`src/rtl/calc_op_arbiter.sv`:
```
// Round-robin arbiter in front of one shared add/subtract/multiply unit.
// Captures the winner's operands, runs the operation, returns result with owner index.
module calc_op_arbiter #(
    parameter int NUM_REQ = 4,
    parameter int WIDTH   = 8,
    parameter int IDW     = 2
) (
    input  logic                     clk,
    input  logic                     reset,
    input  logic [NUM_REQ-1:0]       req_valid,
    input  logic [2*NUM_REQ-1:0]     req_op,
    input  logic [WIDTH*NUM_REQ-1:0] req_a,
    input  logic [WIDTH*NUM_REQ-1:0] req_b,
    output logic [NUM_REQ-1:0]       grant,
    output logic                     busy,
    output logic                     done,
    output logic [IDW-1:0]           done_id,
    output logic [2*WIDTH-1:0]       result,
    output logic                     err
);

    typedef enum logic [1:0] {IDLE, EXEC, MUL, DONE} state_t;

    localparam int CW  = $clog2(WIDTH + 1);
    localparam int IW1 = IDW + 1;
    localparam logic [1:0] OP_ADD = 2'b00;
    localparam logic [1:0] OP_SUB = 2'b01;
    localparam logic [1:0] OP_MUL = 2'b10;

    state_t               state_q, state_d;
    logic [IDW-1:0]       ptr_q, ptr_d;
    logic [IDW-1:0]       id_q, id_d;
    logic [1:0]           op_q, op_d;
    logic [2*WIDTH-1:0]   mcand_q, mcand_d;
    logic [WIDTH-1:0]     mplier_q, mplier_d;
    logic [2*WIDTH-1:0]   acc_q, acc_d;
    logic [CW-1:0]        cnt_q, cnt_d;
    logic [NUM_REQ-1:0]   grant_q, grant_d;
    logic                 busy_q, busy_d;
    logic                 done_q, done_d;
    logic [IDW-1:0]       done_id_q, done_id_d;
    logic [2*WIDTH-1:0]   result_q, result_d;
    logic                 err_q, err_d;

    logic [1:0]           op_arr [NUM_REQ];
    logic [WIDTH-1:0]     a_arr  [NUM_REQ];
    logic [WIDTH-1:0]     b_arr  [NUM_REQ];

    generate
        for (genvar gi = 0; gi < NUM_REQ; gi++) begin : g_unpack
            assign op_arr[gi] = req_op[2*gi +: 2];
            assign a_arr[gi]  = req_a[WIDTH*gi +: WIDTH];
            assign b_arr[gi]  = req_b[WIDTH*gi +: WIDTH];
        end
    endgenerate

    // Winner is the first requester at or above the pointer, wrapping around.
    logic           found;
    logic [IDW-1:0] win;
    logic [IDW-1:0] cand;
    logic [IDW:0]   idx;

    always_comb begin
        found = 1'b0;
        win   = '0;
        cand  = '0;
        idx   = '0;
        for (int k = 0; k < NUM_REQ; k++) begin
            idx = {1'b0, ptr_q} + IW1'(k);
            if (idx >= IW1'(NUM_REQ)) begin
                idx = idx - IW1'(NUM_REQ);
            end
            cand = idx[IDW-1:0];
            if (!found && req_valid[cand]) begin
                found = 1'b1;
                win   = cand;
            end
        end
    end

    logic [WIDTH:0]     sum_w;
    logic [WIDTH:0]     diff_w;
    logic [2*WIDTH-1:0] addend_w;

    assign sum_w    = {1'b0, mcand_q[WIDTH-1:0]} + {1'b0, mplier_q};
    assign diff_w   = {1'b0, mcand_q[WIDTH-1:0]} - {1'b0, mplier_q};
    assign addend_w = mplier_q[0] ? mcand_q : '0;

    always_ff @(posedge clk or posedge reset) begin
        if (reset) begin
            state_q   <= IDLE;
            ptr_q     <= '0;
            id_q      <= '0;
            op_q      <= '0;
            mcand_q   <= '0;
            mplier_q  <= '0;
            acc_q     <= '0;
            cnt_q     <= '0;
            grant_q   <= '0;
            busy_q    <= 1'b0;
            done_q    <= 1'b0;
            done_id_q <= '0;
            result_q  <= '0;
            err_q     <= 1'b0;
        end else begin
            state_q   <= state_d;
            ptr_q     <= ptr_d;
            id_q      <= id_d;
            op_q      <= op_d;
            mcand_q   <= mcand_d;
            mplier_q  <= mplier_d;
            acc_q     <= acc_d;
            cnt_q     <= cnt_d;
            grant_q   <= grant_d;
            busy_q    <= busy_d;
            done_q    <= done_d;
            done_id_q <= done_id_d;
            result_q  <= result_d;
            err_q     <= err_d;
        end
    end

    always_comb begin
        state_d = state_q;
        case (state_q)
            IDLE:    if (found) state_d = EXEC;
            EXEC:    state_d = (op_q == OP_MUL) ? MUL : DONE;
            MUL:     if (cnt_q == CW'(1)) state_d = DONE;
            DONE:    state_d = IDLE;
            default: state_d = IDLE;
        endcase
    end

    always_comb begin
        ptr_d     = ptr_q;
        id_d      = id_q;
        op_d      = op_q;
        mcand_d   = mcand_q;
        mplier_d  = mplier_q;
        acc_d     = acc_q;
        cnt_d     = cnt_q;
        grant_d   = '0;
        done_d    = 1'b0;
        done_id_d = done_id_q;
        result_d  = result_q;
        err_d     = err_q;
        case (state_q)
            IDLE: begin
                if (found) begin
                    grant_d  = NUM_REQ'(1) << win;
                    ptr_d    = (win == IDW'(NUM_REQ - 1)) ? '0 : win + IDW'(1);
                    id_d     = win;
                    op_d     = op_arr[win];
                    mcand_d  = {{WIDTH{1'b0}}, a_arr[win]};
                    mplier_d = b_arr[win];
                end
            end
            EXEC: begin
                if (op_q == OP_MUL) begin
                    acc_d = '0;
                    cnt_d = CW'(WIDTH);
                end else begin
                    done_d    = 1'b1;
                    done_id_d = id_q;
                    err_d     = 1'b0;
                    if (op_q == OP_ADD) begin
                        result_d = {{(WIDTH-1){1'b0}}, sum_w};
                    end else if (op_q == OP_SUB) begin
                        result_d = {{(WIDTH-1){diff_w[WIDTH]}}, diff_w};
                    end else begin
                        result_d = '0;
                        err_d    = 1'b1;
                    end
                end
            end
            MUL: begin
                acc_d    = acc_q + addend_w;
                mcand_d  = mcand_q << 1;
                mplier_d = mplier_q >> 1;
                cnt_d    = cnt_q - CW'(1);
                if (cnt_q == CW'(1)) begin
                    done_d    = 1'b1;
                    done_id_d = id_q;
                    result_d  = acc_q + addend_w;
                    err_d     = 1'b0;
                end
            end
            default: ;
        endcase
        busy_d = (state_d != IDLE);
    end

    assign grant   = grant_q;
    assign busy    = busy_q;
    assign done    = done_q;
    assign done_id = done_id_q;
    assign result  = result_q;
    assign err     = err_q;

endmodule

```
`config.mk`:
```
export PLATFORM = sky130hd
export DESIGN_NAME = calc_op_arbiter
export DESIGN_NICKNAME = d
export VERILOG_FILES = /design/src/rtl/calc_op_arbiter.sv
export SDC_FILE = /design/constraint.sdc
export NUM_CORES = 1
export LEC_CHECK = 0
export ABC_AREA = 1
export BUFFER_PORTS_ARGS = -buffer_cell sky130_fd_sc_hd__buf_2
export CAP_MARGIN = 15
export CORE_ASPECT_RATIO = 1.1
export CORE_MARGIN = 3
export CORE_UTILIZATION = 32
export DETAILED_ROUTE_END_ITERATION = 8
export MAX_ROUTING_LAYER = met4
export SYNTH_ARGS = -nofsm -noshare
export SYNTH_HDL_FRONTEND = slang
export SYNTH_SLANG_ARGS = --single-unit
```
`constraint.sdc`:
```
create_clock -name clk -period 2.11 [get_ports clk]
set_clock_uncertainty 0.05 [all_clocks]
set_input_delay 0 -clock clk [delete_from_list [all_inputs] [get_ports clk]]
set_output_delay 0 -clock clk [all_outputs]
set_load 0.05 [all_outputs]
```
== Word level (Yosys, flattened, before mapping) ==
Index checks and enable logic that the tools add are counted.
Storage, ports and cells
  bits of input ports: 78
  output and inout port bits: 25
  register bits: 77
  word-level logic and storage cells: 124
Operators by class
  order comparisons: 9
  reductions and logical operators: 15
  multiplexer cells: 61
  bitwise logic cells: 1
  shifts and indexed selects: 1
  add/subtract/negate cells: 12
  equality and inequality tests: 11
Operators with widths (count)
  $mux W16: 7
  $pmux W16 S2: 3
  $mux W8: 5
  $bmux W8 S2: 2
  $mux W2: 15
  $add A16 B16 Y16: 1
  $pmux W8 S2: 1
  $mux W1: 15
  $ge A3 B3 Y1 const B: 4
  $lt A2 B3 Y1 const B: 4
  $mux W4: 3
  $add A8 B8 Y9: 1
  $sub A8 B8 Y9: 1
  $bmux W1 S2: 4
  $eq A2 B2 Y1 const B: 4
  $ne A2 B2 Y1 const B: 4
  $pmux W2 S4: 1
  $pmux W4 S2: 1
  $sub A2 B1 Y2 const B: 4
  $add A2 B2 Y3 const B: 2
  $reduce_and A2 Y1: 3
  $reduce_bool A2 Y1: 3
  $bmux W2 S2: 1
  $eq A2 B1 Y1 const B: 2
  13 further kinds: 19

== Longest topological paths before layout ==
  word-level depth: 20
  depth in mapped cells: 17
  gate-level depth less buffers: 17

== Least setup slack after synthesis ==
OpenSTA, ideal clock, no wires.
  kind: register -> register
  start point: register mplier_q[0]
  end point: register acc_q[15]
  arrival: 2.201 ns
  path slack: -0.223 ns
  buffers on the path: 2
  setup time: 0.083 ns
  required time: 1.977 ns
  stages on the path, launching flop included: 14
  clock period less this slack: 2.333 ns
  path through: dfrtp_1 > clkbuf_1 > clkbuf_1 > nand2_1 > inv_1 > ha_1 > a21o_1 > a21boi_0 > nor2_1 > a211oi_1 > nand2_1 > nand2_1 > nand3_1 > o21ai_0
Between the ends
  word-level cells in the longest chain between the ends: 3
RTL lines
  from (decl): line 35  | logic [WIDTH-1:0] mplier_q, mplier_d;
  from (signal assigned): line 111  | mplier_q <= mplier_d;
  $mux W16: line 87  | assign addend_w = mplier_q[0] ? mcand_q : '0;
  $add A16 B16 Y16: line 177  | acc_d = acc_q + addend_w;
  $pmux W16 S2: line 147  | case (state_q)
  to (signal assigned): line 97  | acc_q <= '0;
  to (signal assigned): line 112  | acc_q <= acc_d;
  to (decl): line 36  | logic [2*WIDTH-1:0] acc_q, acc_d;
No other way between the ends.
A chain may end at the register's enable or synchronous reset.

== Worst setup path after layout ==
  start point: register mplier_q[0]
  end point: register result_q[15], in the netlist result[15]
Between the ends
  word-level cells in the longest chain between the ends: 5
  elaborated cells between the ends (all ways): 8
  those cells by class: add/sub (2); mux (6)
RTL lines
  $sub A8 B8 Y9: line 86  | assign diff_w = {1'b0, mcand_q[WIDTH-1:0]} - {1'b0, mplier_q};
  $mux W16: line 168  | end else if (op_q == OP_SUB) begin
  $mux W16: line 166  | if (op_q == OP_ADD) begin
  $mux W16: line 159  | if (op_q == OP_MUL) begin
  $pmux W16 S2 (*): line 147
  to (signal assigned): line 118  | result_q <= result_d;
  to (decl): line 42  | logic [2*WIDTH-1:0] result_q, result_d;
Mark *: on every way between the ends. The rest lies on a longest branch, timed or not. The select of a mux whose other input is x is not followed.

==> summary.md <==
| Metric | Value |
|---|---|
| Outcome | finished with violations |
| Failing checks | negative hold slack, negative setup slack |
| Vias per inst | 4.94 |
| Max stage delay on crit path | 0.45 ns |
| Sequential-to-total area share from yosys stat | 32.6% |
| Max-slew violation count | 0 |
| WHS | -0.0451 ns |
| Critical Path Slowest Stage Cell | dfrtp_2 |
| Most Frequent Cell on Critical Path | nand2_1 |
| CTS tree | built |
| DRT antenna net count | 0 |
| Via count | 6511 |
| Starting density of the core | 33.0% |
| Mapped cell area | 5920 µm² |
| Headroom to the max-slew limit | 59.2% |
| Pre-antenna DRT Iters | 4 |
| N_diodes | 0 |
| Clock tree buffer depth | 2 |
| Final Hold Vio Count | 1 |
| Max cap viols | 0 |
| CP arrival | 2.46 ns |
| Final WS setup | -0.112 ns |
| Chip width | 136 µm |
| Wirelength per Cell | 15.1 µm |
| Syn_nets | 985 |
| Asr flop ratio synth | 100% |
| Avg Cell Area, Syn | 6.85 µm² |
| WP buf/inv | 4 |
| Die height | 149 µm |
| DP Worst Slack | -0.199 ns |
| Grt total ovfl | 0 |
| Routability cong. | 0.923 |
| Nets | 1197 |
| Sum Neg Setup Slack | -1.78 ns |
| Crit path max fanout | 8 |
| Critical path cell sequence | buf_12 -> buf_12 -> nand2_1 -> inv_1 -> ha_4 -> nand2_1 -> inv_1 -> a21boi_2 -> nor2_1 -> a211oi_2 -> nand2_1 -> nand2_1 -> nand3_2 -> a21oi_2 |
| Area Growth Syn to Fin | 55.8% |
| Routed WL | 20000 µm |
| Synth Flop Type | dfrtp_1 |
| Hpwl dp | 12800 µm |
| Area of the core | 17900 µm² |
| Most frequent cells in the layout | 177 x nand2_1, 113 x inv_1, 102 x buf_2 |
| CP Launch Type | flop |
| Final setup viols | 34 |
| Fin crit period | 2.22 ns |
| Vias in the first global route | 5881 |
| Critical Path RT | 2.35 ns |
| Top Ports | 103 |
| Residual DRC | 0 |
| CTS Sinks | 77 |
| CP delay by family, top | compound AO/OA/AOI/OAI gates |
| Crit Path Category | reg -> reg |
| Crit share post-route | 105% |
| Layout Cells excl Fill | 1319 |
| Final core occ | 51.4% |
| Yosys reg bits | 77 |
| Crit. End Element | flop |
| Maximum level of the CTS H-tree | 3 |
| Synth Warn # | 0 |
| Die area | 20200 µm² |
| Root buf cell | clkbuf_16 |
| Initial DRC Count | 326 |
| Fmax | 450 MHz |
| Worst hold path type | in -> reg |
| Synthesized instance count | 864 |
| Clk_lat worst skew | 0.36 ns |
| RSZ-0062 raised after global routing | true |
| R2R Setup Slk | -0.11 ns |
| Clk slew on worst S/H paths | 0.07 ns |
| First-pass GRT wire length | 28400 µm |
| Yosys cell types | 43 |
| Row cnt | 51 |
| Total track usage | 17.9% |
| Most common cell after layout, fill and taps aside | nand2_1 |
| Cells after DPL | 1237 |
| Initial antenna violation count | 0 |
| Number of port buffers | 102 |
| Largest net degree at the start of global routing | 36 |
| EDFF count, synth | 0 |
| Total CTS buffers | 9 |
| Share of cells above drive strength 1 | 41.3% |
| Worst-margin pin slew | 0.611 ns |
-- cell type report --
class                   instances  area [µm²]
clock buffers                   9         225
clock inverters                 7        81.3
fillers                      1659        8710
inverters                     127         514
multi-input cells             630        4260
flip-flops and latches         77        1930
well taps                     238         298
repair buffers                228        1890
repair inverters                3        25.0
-- metrics by stage --
step,hold slack (ns),instance area [µm²]
after floorplan,0.190,5950
after global placement,0.0290,7190
after detailed placement,0.0473,7190
after CTS,0.00288,7850
after global routing,0.0119,9220
final,-0.0451,9220
-- worst min-delay path, stage by stage --
cell and delay, ns:
buf_2 0.07, nand2_1 0.05, nand3_2 0.07, nand3_2 0.08
o21ai_2 0.06
-- sequential cells by signal (all words and copies together), names as in the netlist, 2 cells and up --
name      cells
mcand_q      16
mplier_q      8
op_q          2
acc_q        16
id_q          2
grant         4
cnt_q         4
result       16
ptr_q         2
state_q       2
done_id       2
-- cell families after synthesis --
kind of cell	after synthesis	synth area share [%]
and+or+nand+nor	418	31.0
xor gates and xnor gates	6	0.888
buffers and inverters	158	11.1
DFF	77	32.6
adders and majority gates	43	9.47
AOI/OAI and AO/OA	162	15.0
-- cell usage after synthesis (2+ instances only) --
| library cell | n | area [µm²] |
|---|---|---|
| nand2_2 | 10 | 62.6 |
| buf_1 | 3 | 11.3 |
| buf_2 | 9 | 45.0 |
| fa_1 | 3 | 60.1 |
| buf_4 | 3 | 22.5 |
| nand3_2 | 7 | 70.1 |
| dfrtp_1 | 77 | 1930 |
| o21ai_0 | 61 | 305 |
| a21oi_1 | 54 | 270 |
| nand2_4 | 2 | 22.5 |
| nand3_1 | 60 | 300 |
| a21oi_2 | 2 | 17.5 |
| xor2_1 | 2 | 17.5 |
| o211ai_1 | 2 | 15.0 |
| a21o_1 | 2 | 15.0 |
| nor3_1 | 4 | 20.0 |
| inv_1 | 122 | 458 |
| nand2_1 | 245 | 920 |
| nor2_1 | 64 | 240 |
| o22ai_1 | 10 | 62.6 |
| a31oi_1 | 8 | 50.1 |
| nand4_1 | 21 | 131 |
| o21bai_1 | 3 | 22.5 |
| ha_1 | 40 | 500 |
| clkbuf_1 | 13 | 48.8 |
| inv_2 | 4 | 15.0 |
| a21boi_0 | 2 | 15.0 |
| nand3_4 | 2 | 35.0 |
| o21ai_1 | 12 | 60.1 |
| xnor2_1 | 4 | 35.0 |
-- timing repair --
action                     in CTS  in global routing
hold endpoints to repair       36                  1
setup buffers                   6                 30
hold buffers                   14                  3
gates cloned                    0                 13
pin swaps                      12                 86
setup endpoints to repair      23                 50
resized for setup              43                237
-- path summary, 6_finish.rpt --
check,startpoint,to,depth (start not counted)
setup / recovery,mplier_q[0]$_DFFE_PP0P_,result[15]$_DFFE_PP0P_,14
hold / removal,req_b[15],mplier_q[7]$_DFFE_PP0P_,5
setup reg to reg,mplier_q[0]$_DFFE_PP0P_,result[15]$_DFFE_PP0P_,14
hold reg to reg,id_q[1]$_DFFE_PP0P_,id_q[1]$_DFFE_PP0P_,2
max in group asynchronous,reset,result[8]$_DFFE_PP0P_,4
min in group asynchronous,reset,id_q[1]$_DFFE_PP0P_,3
-- routing by layer --
metal  global-route usage, %  up-vias  share of wire (%)
li1                        -     3242                  -
met1                    23.1     3015                 42
met2                    29.3      196                 51
met3                    2.30       58                3.9
met4                    5.59        0                3.2
met5                       -        -                  0
Power is not shown: default switching activity piles up to over one toggle a cycle in this logic, so the estimate is an artifact.
